File: config.mk
export PLATFORM = sky130hd
export DESIGN_NAME = sdspi_host
export DESIGN_NICKNAME = d
export VERILOG_FILES = /design/src/rtl/sdspi_host_pkg.sv /design/src/rtl/sdspi_byte_xfer.sv /design/src/rtl/sdspi_host.sv
export SDC_FILE = /design/constraint.sdc
export NUM_CORES = 1
export LEC_CHECK = 0
export ABC_AREA = 1
export BUFFER_PORTS_ARGS = -buffer_cell sky130_fd_sc_hd__clkbuf_2
export CORE_MARGIN = 2
export CORE_UTILIZATION = 45
export CTS_CLUSTER_DIAMETER = 30
export CTS_CLUSTER_SIZE = 16
export DETAILED_ROUTE_END_ITERATION = 16
export PLACE_DENSITY = 0.67
export SYNTH_ARGS = -nofsm -noshare
export SYNTH_HDL_FRONTEND = slang
export SYNTH_SLANG_ARGS = --single-unit
File: constraint.sdc
create_clock -name i_clk -period 2.4 [get_ports i_clk]
set_clock_uncertainty 0.15 [all_clocks]
set_input_delay 0.24 -clock i_clk [delete_from_list [all_inputs] [get_ports i_clk]]
set_output_delay 0.24 -clock i_clk [all_outputs]
set_load 0.01 [all_outputs]
File: src/rtl/sdspi_host_pkg.sv
// Shared definitions for the SD-card SPI host: FSM states, response error codes,
// SD command indices and the CRC7 (command) / CRC16-CCITT (data) helpers.
package sdspi_host_pkg;

  typedef enum logic [3:0] {
    StInit, StIdle, StCmd, StWaitR1, StExt, StWaitToken, StData, StCrc, StGap
  } state_e;

  localparam logic [1:0] ErrOk           = 2'd0;
  localparam logic [1:0] ErrR1Timeout    = 2'd1;
  localparam logic [1:0] ErrTokenTimeout = 2'd2;
  localparam logic [1:0] ErrDataCrc      = 2'd3;

  localparam logic [5:0] CmdGoIdle      = 6'd0;
  localparam logic [5:0] CmdSendIfCond  = 6'd8;
  localparam logic [5:0] CmdReadMulti   = 6'd18;
  localparam logic [5:0] AcmdSendOpCond = 6'd41;
  localparam logic [5:0] CmdAppCmd      = 6'd55;
  localparam logic [5:0] CmdReadOcr     = 6'd58;

  localparam logic [7:0]  TokenStart = 8'hFE;
  localparam int unsigned InitBytes  = 10;

  // CRC7, polynomial x^7 + x^3 + 1, one byte MSB first
  function automatic logic [6:0] crc7_byte(input logic [6:0] crc, input logic [7:0] b);
    logic [6:0] c;
    logic       fb;
    c = crc;
    for (int i = 7; i >= 0; i--) begin
      fb = c[6] ^ b[i];
      c  = {c[5:0], 1'b0};
      if (fb) c = c ^ 7'h09;
    end
    return c;
  endfunction

  // CRC7 over the first five bytes of a command frame, init 0
  function automatic logic [6:0] crc7_frame(input logic [39:0] f);
    logic [6:0] c;
    c = 7'h00;
    for (int i = 4; i >= 0; i--) c = crc7_byte(c, f[8*i +: 8]);
    return c;
  endfunction

  // CRC16-CCITT, polynomial 0x1021, one byte MSB first
  function automatic logic [15:0] crc16_byte(input logic [15:0] crc, input logic [7:0] b);
    logic [15:0] c;
    logic        fb;
    c = crc;
    for (int i = 7; i >= 0; i--) begin
      fb = c[15] ^ b[i];
      c  = {c[14:0], 1'b0};
      if (fb) c = c ^ 16'h1021;
    end
    return c;
  endfunction

endpackage

File: src/rtl/sdspi_byte_xfer.sv
// One SPI mode-0 byte transfer: SCK divider plus 8-bit full-duplex shifter.
// Ports: i_clk/i_rst (sync, active-high); i_start pulse with i_tx loads a byte;
// o_done pulses for one cycle with o_rx holding the received byte;
// o_sck/o_mosi drive the card, i_miso is sampled on each SCK rising edge.
module sdspi_byte_xfer #(
  parameter int unsigned sck_half = 4
) (
  input  logic       i_clk,
  input  logic       i_rst,
  input  logic       i_start,
  input  logic [7:0] i_tx,
  output logic       o_done,
  output logic [7:0] o_rx,
  output logic       o_sck,
  output logic       o_mosi,
  input  logic       i_miso
);
  localparam int unsigned DivW = $clog2(sck_half);

  logic            r_busy;
  logic [DivW-1:0] r_div;
  logic [3:0]      r_half;
  logic            r_sck;
  logic [7:0]      r_tx;
  logic [7:0]      r_rx;
  logic            r_done;

  // Even half-periods are SCK low, odd ones high; 16 halves make one byte.
  always_ff @(posedge i_clk) begin
    if (i_rst) begin
      r_busy <= 1'b0;
      r_div  <= '0;
      r_half <= '0;
      r_sck  <= 1'b0;
      r_tx   <= 8'hFF;
      r_rx   <= 8'hFF;
      r_done <= 1'b0;
    end else begin
      r_done <= 1'b0;
      if (!r_busy) begin
        if (i_start) begin
          r_busy <= 1'b1;
          r_tx   <= i_tx;
          r_div  <= '0;
          r_half <= '0;
        end
      end else if (r_div == DivW'(sck_half - 1)) begin
        r_div  <= '0;
        r_half <= r_half + 4'd1;
        if (!r_half[0]) begin
          r_sck <= 1'b1;
          r_rx  <= {r_rx[6:0], i_miso};
        end else begin
          r_sck <= 1'b0;
          r_tx  <= {r_tx[6:0], 1'b1};
          if (r_half == 4'd15) begin
            r_busy <= 1'b0;
            r_done <= 1'b1;
          end
        end
      end else begin
        r_div <= r_div + DivW'(1);
      end
    end
  end

  assign o_done = r_done;
  assign o_rx   = r_rx;
  assign o_sck  = r_sck;
  assign o_mosi = r_busy ? r_tx[7] : 1'b1;

endmodule

File: src/rtl/sdspi_host.sv
// SD-card SPI-mode host: power-up clocking, command frame with CRC7, R1 wait,
// optional 4-byte R3/R7 tail, optional single-block read with CRC16 check.
// Ports: i_clk/i_rst (sync, active-high); command request i_cmd_* with
// i_cmd_valid/o_cmd_ready; result o_resp_* (o_resp_valid one-cycle pulse);
// block bytes o_data/o_data_valid/o_data_last; card bus o_sck/o_csn/o_mosi/i_miso.
module sdspi_host
  import sdspi_host_pkg::*;
#(
  parameter int unsigned sck_half      = 4,
  parameter int unsigned block_size    = 512,
  parameter int unsigned resp_timeout  = 64,
  parameter int unsigned token_timeout = 4096
) (
  input  logic        i_clk,
  input  logic        i_rst,
  input  logic        i_cmd_valid,
  output logic        o_cmd_ready,
  input  logic [5:0]  i_cmd_idx,
  input  logic [31:0] i_cmd_arg,
  input  logic        i_cmd_ext,
  input  logic        i_cmd_data,
  output logic        o_resp_valid,
  output logic [7:0]  o_resp_r1,
  output logic [31:0] o_resp_ext,
  output logic [1:0]  o_resp_err,
  output logic        o_data_valid,
  output logic [7:0]  o_data,
  output logic        o_data_last,
  output logic        o_sck,
  output logic        o_csn,
  output logic        o_mosi,
  input  logic        i_miso
);
  localparam int unsigned CntA   = (block_size > token_timeout) ? block_size : token_timeout;
  localparam int unsigned CntB   = (CntA > resp_timeout) ? CntA : resp_timeout;
  localparam int unsigned CntMax = (CntB > InitBytes) ? CntB : InitBytes;
  localparam int unsigned CntW   = $clog2(CntMax);

  state_e r_state, w_state;
  logic [CntW-1:0] r_cnt, w_cnt, w_cnt_inc;
  logic [5:0]  r_idx, w_idx;
  logic [31:0] r_arg, w_arg;
  logic        r_ext_req, w_ext_req, r_data_req, w_data_req;
  logic        r_csn, w_csn, r_inflight, w_inflight;
  logic [7:0]  r_r1, w_r1, r_data, w_data, r_crc_hi, w_crc_hi;
  logic [31:0] r_ext, w_ext;
  logic [1:0]  r_err, w_err;
  logic [15:0] r_crc, w_crc;
  logic        r_data_valid, w_data_valid, r_data_last, w_data_last;
  logic        r_resp_valid, w_resp_valid;
  logic        w_start, w_done;
  logic [7:0]  w_tx, w_rx;
  logic [6:0]  w_crc7;

  sdspi_byte_xfer #(.sck_half(sck_half)) u_xfer (
    .i_clk  (i_clk),
    .i_rst  (i_rst),
    .i_start(w_start),
    .i_tx   (w_tx),
    .o_done (w_done),
    .o_rx   (w_rx),
    .o_sck  (o_sck),
    .o_mosi (o_mosi),
    .i_miso (i_miso)
  );

  assign w_crc7    = crc7_frame({2'b01, r_idx, r_arg});
  assign w_cnt_inc = r_cnt + CntW'(1);

  always_comb begin
    w_state = r_state;   w_cnt = r_cnt;         w_idx = r_idx;        w_arg = r_arg;
    w_ext_req = r_ext_req; w_data_req = r_data_req; w_csn = r_csn;   w_r1 = r_r1;
    w_ext = r_ext;       w_err = r_err;         w_crc = r_crc;        w_crc_hi = r_crc_hi;
    w_data = r_data;     w_data_valid = 1'b0;   w_data_last = 1'b0;   w_resp_valid = 1'b0;
    w_tx = 8'hFF;
    w_start = 1'b0;
    w_inflight = r_inflight;

    // Every non-idle state shifts bytes back to back; one byte in flight at a time.
    if (r_state != StIdle && !r_inflight) begin
      w_start    = 1'b1;
      w_inflight = 1'b1;
    end
    if (w_done) w_inflight = 1'b0;

    if (r_state == StCmd) begin
      case (r_cnt[2:0])
        3'd0:    w_tx = {2'b01, r_idx};
        3'd1:    w_tx = r_arg[31:24];
        3'd2:    w_tx = r_arg[23:16];
        3'd3:    w_tx = r_arg[15:8];
        3'd4:    w_tx = r_arg[7:0];
        default: w_tx = {w_crc7, 1'b1};
      endcase
    end

    case (r_state)
      StInit: if (w_done) begin
        if (r_cnt == CntW'(InitBytes - 1)) begin
          w_state = StIdle;
          w_cnt   = '0;
        end else w_cnt = w_cnt_inc;
      end
      StIdle: if (i_cmd_valid) begin
        w_idx = i_cmd_idx;   w_arg = i_cmd_arg;
        w_ext_req = i_cmd_ext; w_data_req = i_cmd_data;
        w_csn = 1'b0;  w_cnt = '0;  w_r1 = 8'hFF;  w_ext = '0;  w_err = ErrOk;
        w_state = StCmd;
      end
      StCmd: if (w_done) begin
        if (r_cnt == CntW'(5)) begin
          w_state = StWaitR1;
          w_cnt   = '0;
        end else w_cnt = w_cnt_inc;
      end
      StWaitR1: if (w_done) begin
        if (!w_rx[7]) begin
          w_r1  = w_rx;
          w_cnt = '0;
          if (r_ext_req)                        w_state = StExt;
          else if (r_data_req && w_rx == 8'h00) w_state = StWaitToken;
          else begin
            w_state = StGap;
            w_csn   = 1'b1;
          end
        end else if (r_cnt == CntW'(resp_timeout - 1)) begin
          w_err   = ErrR1Timeout;
          w_state = StGap;
          w_csn   = 1'b1;
        end else w_cnt = w_cnt_inc;
      end
      StExt: if (w_done) begin
        w_ext = {r_ext[23:0], w_rx};
        if (r_cnt == CntW'(3)) begin
          w_cnt = '0;
          if (r_data_req && r_r1 == 8'h00) w_state = StWaitToken;
          else begin
            w_state = StGap;
            w_csn   = 1'b1;
          end
        end else w_cnt = w_cnt_inc;
      end
      StWaitToken: if (w_done) begin
        if (w_rx == TokenStart) begin
          w_state = StData;
          w_cnt   = '0;
          w_crc   = '0;
        end else if (r_cnt == CntW'(token_timeout - 1)) begin
          w_err   = ErrTokenTimeout;
          w_state = StGap;
          w_csn   = 1'b1;
        end else w_cnt = w_cnt_inc;
      end
      StData: if (w_done) begin
        w_data       = w_rx;
        w_data_valid = 1'b1;
        w_crc        = crc16_byte(r_crc, w_rx);
        if (r_cnt == CntW'(block_size - 1)) begin
          w_data_last = 1'b1;
          w_cnt       = '0;
          w_state     = StCrc;
        end else w_cnt = w_cnt_inc;
      end
      StCrc: if (w_done) begin
        w_crc_hi = w_rx;
        if (r_cnt == CntW'(1)) begin
          if ({r_crc_hi, w_rx} != r_crc) w_err = ErrDataCrc;
          w_state = StGap;
          w_csn   = 1'b1;
        end else w_cnt = w_cnt_inc;
      end
      StGap: if (w_done) begin
        w_resp_valid = 1'b1;
        w_state      = StIdle;
      end
      default: w_state = StInit;
    endcase
  end

  always_ff @(posedge i_clk) begin
    if (i_rst) begin
      r_state <= StInit;  r_cnt <= '0;       r_idx <= '0;       r_arg <= '0;
      r_ext_req <= 1'b0;  r_data_req <= 1'b0; r_csn <= 1'b1;    r_inflight <= 1'b0;
      r_r1 <= 8'hFF;      r_ext <= '0;       r_err <= ErrOk;    r_crc <= '0;
      r_crc_hi <= '0;     r_data <= '0;      r_data_valid <= 1'b0;
      r_data_last <= 1'b0; r_resp_valid <= 1'b0;
    end else begin
      r_state <= w_state;  r_cnt <= w_cnt;    r_idx <= w_idx;    r_arg <= w_arg;
      r_ext_req <= w_ext_req; r_data_req <= w_data_req; r_csn <= w_csn;
      r_inflight <= w_inflight; r_r1 <= w_r1; r_ext <= w_ext;   r_err <= w_err;
      r_crc <= w_crc;      r_crc_hi <= w_crc_hi; r_data <= w_data;
      r_data_valid <= w_data_valid; r_data_last <= w_data_last;
      r_resp_valid <= w_resp_valid;
    end
  end

  assign o_cmd_ready  = (r_state == StIdle) && !i_rst;
  assign o_csn        = r_csn;
  assign o_resp_valid = r_resp_valid;
  assign o_resp_r1    = r_r1;
  assign o_resp_ext   = r_ext;
  assign o_resp_err   = r_err;
  assign o_data_valid = r_data_valid;
  assign o_data       = r_data;
  assign o_data_last  = r_data_last;

endmodule

### After elaboration in Yosys (flattened, before gate mapping)

Index checks and enable logic that the tools add are counted.

* flip-flop bits (word level): 160
* input bits: 44

* reductions and logical operators: 36
* add/subtract/negate cells: 3
* equality and inequality tests: 55
* bitwise operators: 96
* multiplexer cells: 160

Operators by type and width (count)
* 16-bit 2-to-1 mux: 17
* 4-bit 2-to-1 mux: 62
* 12-bit 2-to-1 mux: 17
* 13-bit 2-to-1 mux: 8
* 12-bit one-hot mux with 8 select lines: 1
* 2-bit NOT: 37
* 32-bit 2-to-1 mux: 2
* 8-bit 2-to-1 mux: 8
* 32-bit one-hot mux with 2 select lines: 1
* 1-bit bitwise XOR: 42
* 8-bit one-hot mux with 5 select lines: 1
* 4-bit one-hot mux with 9 select lines: 1
* 16-bit one-hot mux with 2 select lines: 1
* 2-bit inequality test (second input constant): 15
* 2-bit 2-to-1 mux: 13
* 1-bit 2-to-1 mux: 25
* 3-bit NOT: 8
* 2-bit by 1-bit inequality test with 1-bit output (second input constant): 10
* 4-bit by 3-bit == test with 1-bit output (second input constant): 4
* 8-bit zero test: 2
* 16-bit inequality test: 1
* 8-bit one-hot mux with 2 select lines: 1
* 16-bit AND reduction: 1
* 14-bit AND reduction: 1
* 41 further kinds: 71

### Longest topological paths before layout

* depth after elaboration: 79
* mapped depth: 29
* gate-level depth less buffers: 28

### By module

A second synthesis with hierarchy kept.

* cells, all modules: 1267
* area, all modules: 8584.5 µm²

By module, submodules not included
* sdspi_host: area an instance 7419.6 µm², sequential area each 2702.6 µm², times used 1, cells each 1119
* sdspi_byte_xfer: area an instance 1164.9 µm², sequential area each 500.5 µm², times used 1, cells each 148

### Least setup slack after synthesis

Ideal clock, no wire load.

* kind: reg-to-reg
* from: register r_idx[1]
* to: register u_xfer.r_tx[4]
* arrival time: 2.097 ns
* setup time: 0.112 ns
* stages on the path, launching flop included: 26
* setup slack: 0.041 ns
* cell sequence: dfxtp_1 > buf_2 > xor2_1 > nand2_1 > nand2_2 > nand2_1 > nand2_1 > nand2_1 > nand2_2 > nand2_1 > nand2_1 > nand2_1 > nand2_2 > nand2_2 > nand2_1 > nand2_2 > nand2_2 > nand2_1 > nand2_1 > nand2_2 > nand2_1 > nand2_1 > nand3_1 > nand2_1 > nand2_1 > nand2_1

* cells in the longest elaborated chain, start to end: 30

RTL lines
* start, declared: RTL line sdspi_host.sv:41 `logic [5:0] r_idx, w_idx;`
* start signal, assigned: RTL line sdspi_host.sv:188 `r_state <= w_state; r_cnt <= w_cnt; r_idx <= w_idx; r_arg <= w_arg;`
* 1-bit bitwise XOR (*): RTL line sdspi_host_pkg.sv:30 `fb = c[6] ^ b[i];`
* 4-bit 2-to-1 mux (*): RTL line sdspi_host_pkg.sv:32 `if (fb) c = c ^ 7'h09;`
* 1-bit bitwise XOR or 4-bit 2-to-1 mux (tied branches): RTL line sdspi_host_pkg.sv:30, sdspi_host_pkg.sv:32
* 4-bit 2-to-1 mux: RTL line sdspi_host_pkg.sv:32
* 1-bit bitwise XOR (tied with other cells): RTL line sdspi_host_pkg.sv:30
* 4-bit 2-to-1 mux: RTL line sdspi_host_pkg.sv:32
* 1-bit bitwise XOR (tied with other cells): RTL line sdspi_host_pkg.sv:30
* 4-bit 2-to-1 mux: RTL line sdspi_host_pkg.sv:32
* [... 14 more ...]
* 4-bit 2-to-1 mux (tied with other cells): RTL line sdspi_host_pkg.sv:32
* 4-bit 2-to-1 mux: RTL line sdspi_host_pkg.sv:32
* 2-bit NOT (no line) or 1-bit bitwise XOR (tied branches)
* 4-bit 2-to-1 mux (*): RTL line sdspi_host_pkg.sv:32
* 8-bit one-hot mux with 5 select lines (*): RTL line sdspi_host.sv:87 `case (r_cnt[2:0])`
* 8-bit 2-to-1 mux (*): RTL line sdspi_host.sv:86 `if (r_state == StCmd) begin`
* 8-bit 2-to-1 mux (*): RTL line sdspi_byte_xfer.sv:41 `if (i_start) begin`
* 8-bit 2-to-1 mux (*): RTL line sdspi_byte_xfer.sv:40 `if (!r_busy) begin`
* end signal, assigned: RTL line sdspi_byte_xfer.sv:43 `r_tx <= i_tx;`
* end signal, assigned: RTL line sdspi_byte_xfer.sv:55 `r_tx <= {r_tx[6:0], 1'b1};`
* end, declared: RTL line sdspi_byte_xfer.sv:24 `logic [7:0] r_tx;`

Every way passes the cells marked *; elsewhere a longest branch is shown, timed or not. The select of a mux whose other input is x is not followed.
A chain may end at the register's enable or synchronous reset.

### Worst setup path in the final report

* from: register r_idx[3]
* to: register u_xfer.r_tx[4]

* cells in the longest elaborated chain, start to end: 36

RTL lines (RTL line)
* 1-bit bitwise XOR (*): sdspi_host_pkg.sv:30
* 4-bit 2-to-1 mux (*): sdspi_host_pkg.sv:32
* 1-bit bitwise XOR or 4-bit 2-to-1 mux (tied branches): sdspi_host_pkg.sv:30, sdspi_host_pkg.sv:32
* 4-bit 2-to-1 mux: sdspi_host_pkg.sv:32
* 4-bit 2-to-1 mux or 2-bit NOT (tied branches)
* 4-bit 2-to-1 mux: sdspi_host_pkg.sv:32
* 2-bit NOT (no line) or 1-bit bitwise XOR (tied branches)
* 4-bit 2-to-1 mux: sdspi_host_pkg.sv:32
* [... 20 more ...]
* 4-bit 2-to-1 mux or 2-bit NOT (tied branches)
* 4-bit 2-to-1 mux: sdspi_host_pkg.sv:32
* 2-bit NOT (no line) or 1-bit bitwise XOR (tied branches)
* 4-bit 2-to-1 mux (*): sdspi_host_pkg.sv:32
* 8-bit one-hot mux with 5 select lines (*): sdspi_host.sv:87
* 8-bit 2-to-1 mux (*): sdspi_host.sv:86
* 8-bit 2-to-1 mux (*): sdspi_byte_xfer.sv:41
* 8-bit 2-to-1 mux (*): sdspi_byte_xfer.sv:40

Marks and branches as above.

==> qor.txt <==
Fin Setup TNS: -2460 ps
DR vias/cell: 5.40
Final Setup Violations: 10
Global-route wire length before repair: 43.3 mm
# Max-Cap Violations: 0
Synth area leaders: dfxtp_1 38%, nand2_1 13%, a21oi_1 7.1%, nand3_1 6.5%, inv_1 5.8%
Vias in the first global route: 8,973
Final worst setup slack: -325 ps
Synth-to-layout area growth: 44.6%
Diode count: 0
Worst slew pin tran: 650 ps
Final instance area: 12,300 um2
Post-route ant nets: 0
RSZ-0062 raised after global routing: yes
Peak VDD IR: 0.519 mV
Outcome: complete, but fails checks
Violated checks: negative setup slack
WL final: 28.7 mm
Worst hold path type: primary input to flop
F_max: 367 MHz
Site row count: 50
Worst skew pair latency: 440 ps
Placement Cell Area: 9920 um2
Min-delay src: i_cmd_ext
CTS root buf: clkbuf_16
Synth Instances: 1,264
Fin crit period: 2720 ps
FF-to-FF Start: r_idx[3]
CP Class: flop to flop
Clock Path Buffers: 2
Core footprint: 18,600 um2
CTS clock-pin slew for the worst setup and hold paths: 70 ps
Chip height: 141 um
Main flop type after synthesis: dfxtp_1
Synth area leader: dfxtp_1
Share of cells above drive strength 1: 36.3%
Fill cells: 1,537
FF+latch count, synth: 160
CP required: 2580 ps
CTS tree: yes
Origin of the worst setup path: r_idx[3]
Final #Nets: 1,564
Syn avg cell area: 6.72 um2
Residual DRC count: 0
Final GP Congestion: 0.920
Crit share post-route: 114%
Initial drt markers: 593
Ports: 101
Max Slew Vio Count: 0
Power per Cell Area: 457 nW/um2
Relative slew slack: 55.6%
Register area share after synthesis: 37.7%
Die ar.: 20,000 um2
Crit-path max FO: 6
Synth cell types: 44
Worst setup SP type: flop
Static Leak: 5.29 nW
Post-synth EDFFs: 0
Setup WS pre-CTS: -324 ps
Clock tree sinks: 160
WL/cell: 16.3 um
Overall power: 0.00561 W
Die width: 141 um
Syn Nets: 1,315
Starting Density: 45.7%
Worst EP arrival: 2910 ps
Largest net degree at the start of global routing: 80
Final hold violation count: 0
TritonCTS Buffers: 17
Gr ovfl total: 0
Buffers added on ports: 100
Initial antenna violation count: 0
Detailed Routing Iterations Pass 1: 6
Ys Warns: 0
Top cell type's share of synthesized area: 37.7%
Critical path capture point type: flop
DR vias: 9,498
Total track usage: 26.8%
H-tree Lvls: 4
Post-Syn Area: 8490 um2
DP Wirelength: 18.2 mm
Ys async rst share: 0%
-- critical path, cell delays in order, from the launching register on --
cell     delay, ps
dfxtp_4        390
inv_4           80
nand2_4         70
nand2_4         80
nand3_4        120
nand2_4        150
nand2_4         80
nand2_4         90
nand2_4         70
nand2_4         70
nand2_2         70
nand2_2         80
nand2_1         60
nand2_2        110
nand2_4         70
nand2_4        100
nand2_4         60
nand2_4         80
inv_2           50
nand2_2         60
nand2_2         80
nand2_2        100
nand3_1         80
nand3_1         90
nand2_1         70
nand2_1         60
nand2_1         40
-- final cells by class --
| class | instances | area, um2 | share of cell area [%] |
|---|---|---|---|
| multi-input combinational | 905 | 5560 | 45.3 |
| sequential | 160 | 3240 | 26.4 |
| timing repair buffer | 279 | 2000 | 16.3 |
| inverter | 149 | 583 | 4.75 |
| clock buffer | 17 | 425 | 3.46 |
| tap | 234 | 293 | 2.38 |
| clock inverter | 15 | 169 | 1.38 |
| timing repair inverter | 1 | 5.00 | 0.0408 |
-- flip-flops by register name, summed over array words and instances, names as in the netlist, 2 cells and up --
signal	flops
r_crc	16
u_xfer.r_half	4
r_idx	6
o_data	8
u_xfer.r_tx	8
o_resp_r1	8
u_xfer.o_rx	8
r_cnt	12
r_crc_hi	8
o_resp_err	2
r_state	4
r_arg	32
u_xfer.r_div	2
o_resp_ext	32
-- where the power goes --
part | internal [W] | total [W] | switching (W)
combinational | 0.0000939 | 0.000211 | 0.000117
sequential | 0.00266 | 0.00267 | 0.00000916
clock | 0.00140 | 0.00273 | 0.00133
total | 0.00416 | 0.00561 | 0.00145
-- kinds of logic (layout without fill, tap and decap cells) --
| kind of cell | after synthesis | in the layout | share of synthesized area, % |
|---|---|---|---|
| compound gates | 273 | 273 | 17.7 |
| xor+xnor | 32 | 32 | 3.48 |
| fa+ha+maj | 7 | 7 | 1.03 |
| buf+inv | 199 | 461 | 8.84 |
| flops | 160 | 160 | 37.7 |
| simple gates | 593 | 593 | 31.3 |
-- routing by layer --
| metal | GRT usage (%) | part of all wire (%) | wire length (um) |
|---|---|---|---|
| met1 | 33.7 | 43 | 12200 |
| met2 | 45.5 | 48 | 13900 |
| met3 | 5.64 | 5.5 | 1590 |
| met4 | 10.1 | 3.4 | 969 |
| met5 | 0 | 0 | 0 |
-- worst paths after layout --
path | slack, ps | end | cells past startpoint
setup reg to reg | -320 | u_xfer.r_tx[4] | 26
hold / removal | 20 | r_ext_req | 3
setup / recovery | -320 | u_xfer.r_tx[4] | 26
hold reg to reg | 300 | o_resp_err[1] | 2
-- cell usage after synthesis, types with 3 or more instances --
library cell	count
nor3b_1	3
nand2_1	292
o22ai_1	24
xor2_1	10
a2111oi_0	5
nor3_1	13
nand3_1	111
a211oi_1	6
a41oi_1	4
nand4_1	11
inv_2	16
dfxtp_1	160
xnor2_1	20
ha_1	7
o211ai_1	9
clkbuf_1	47
nor2_1	87
buf_2	3
inv_1	132
nor4_1	15
o21ai_0	94
nand2_2	40
or2_2	8
nand3_2	5
a21oi_1	120
-- stage by stage --
stage,util [%],hold WS (ps),cells
floorplan,-,216,1264
global placement,53.4,288,1654
detailed placement,53.4,293,1654
CTS,62.0,4.55,1744
global route,66.1,11.0,1760
finish,66.1,18.4,1760
-- placed cells by master (no fill, tap or decap), types with 8 or more instances in the layout --
cell type / n
a21oi_1: 115
buf_4: 135
buf_6: 10
clkbuf_16: 17
clkbuf_2: 100
dfxtp_1: 143
dfxtp_2: 10
dlygate4sd3_1: 31
inv_1: 113
inv_2: 27
inv_4: 8
nand2_1: 206
nand2_2: 87
nand2_4: 41
nand3_1: 85
nand3_2: 24
nand3_4: 8
nand4_1: 11
nor2_1: 73
nor2_4: 8
nor3_1: 10
nor4_1: 9
o211ai_1: 9
o21ai_0: 91
o22ai_1: 24
xnor2_1: 17
xor2_1: 9
-- what timing repair did --
item | in CTS | in global routing
cloned | 0 | 1
buffers inserted | 28 | 16
gates resized for setup | 152 | 151
hold endpoints to repair | 31 | 0
pin swaps | 58 | 71
setup endpoints to repair | 24 | 60
hold buffers | 31 | 0
Note: power is estimated with default switching activity, not from simulation.
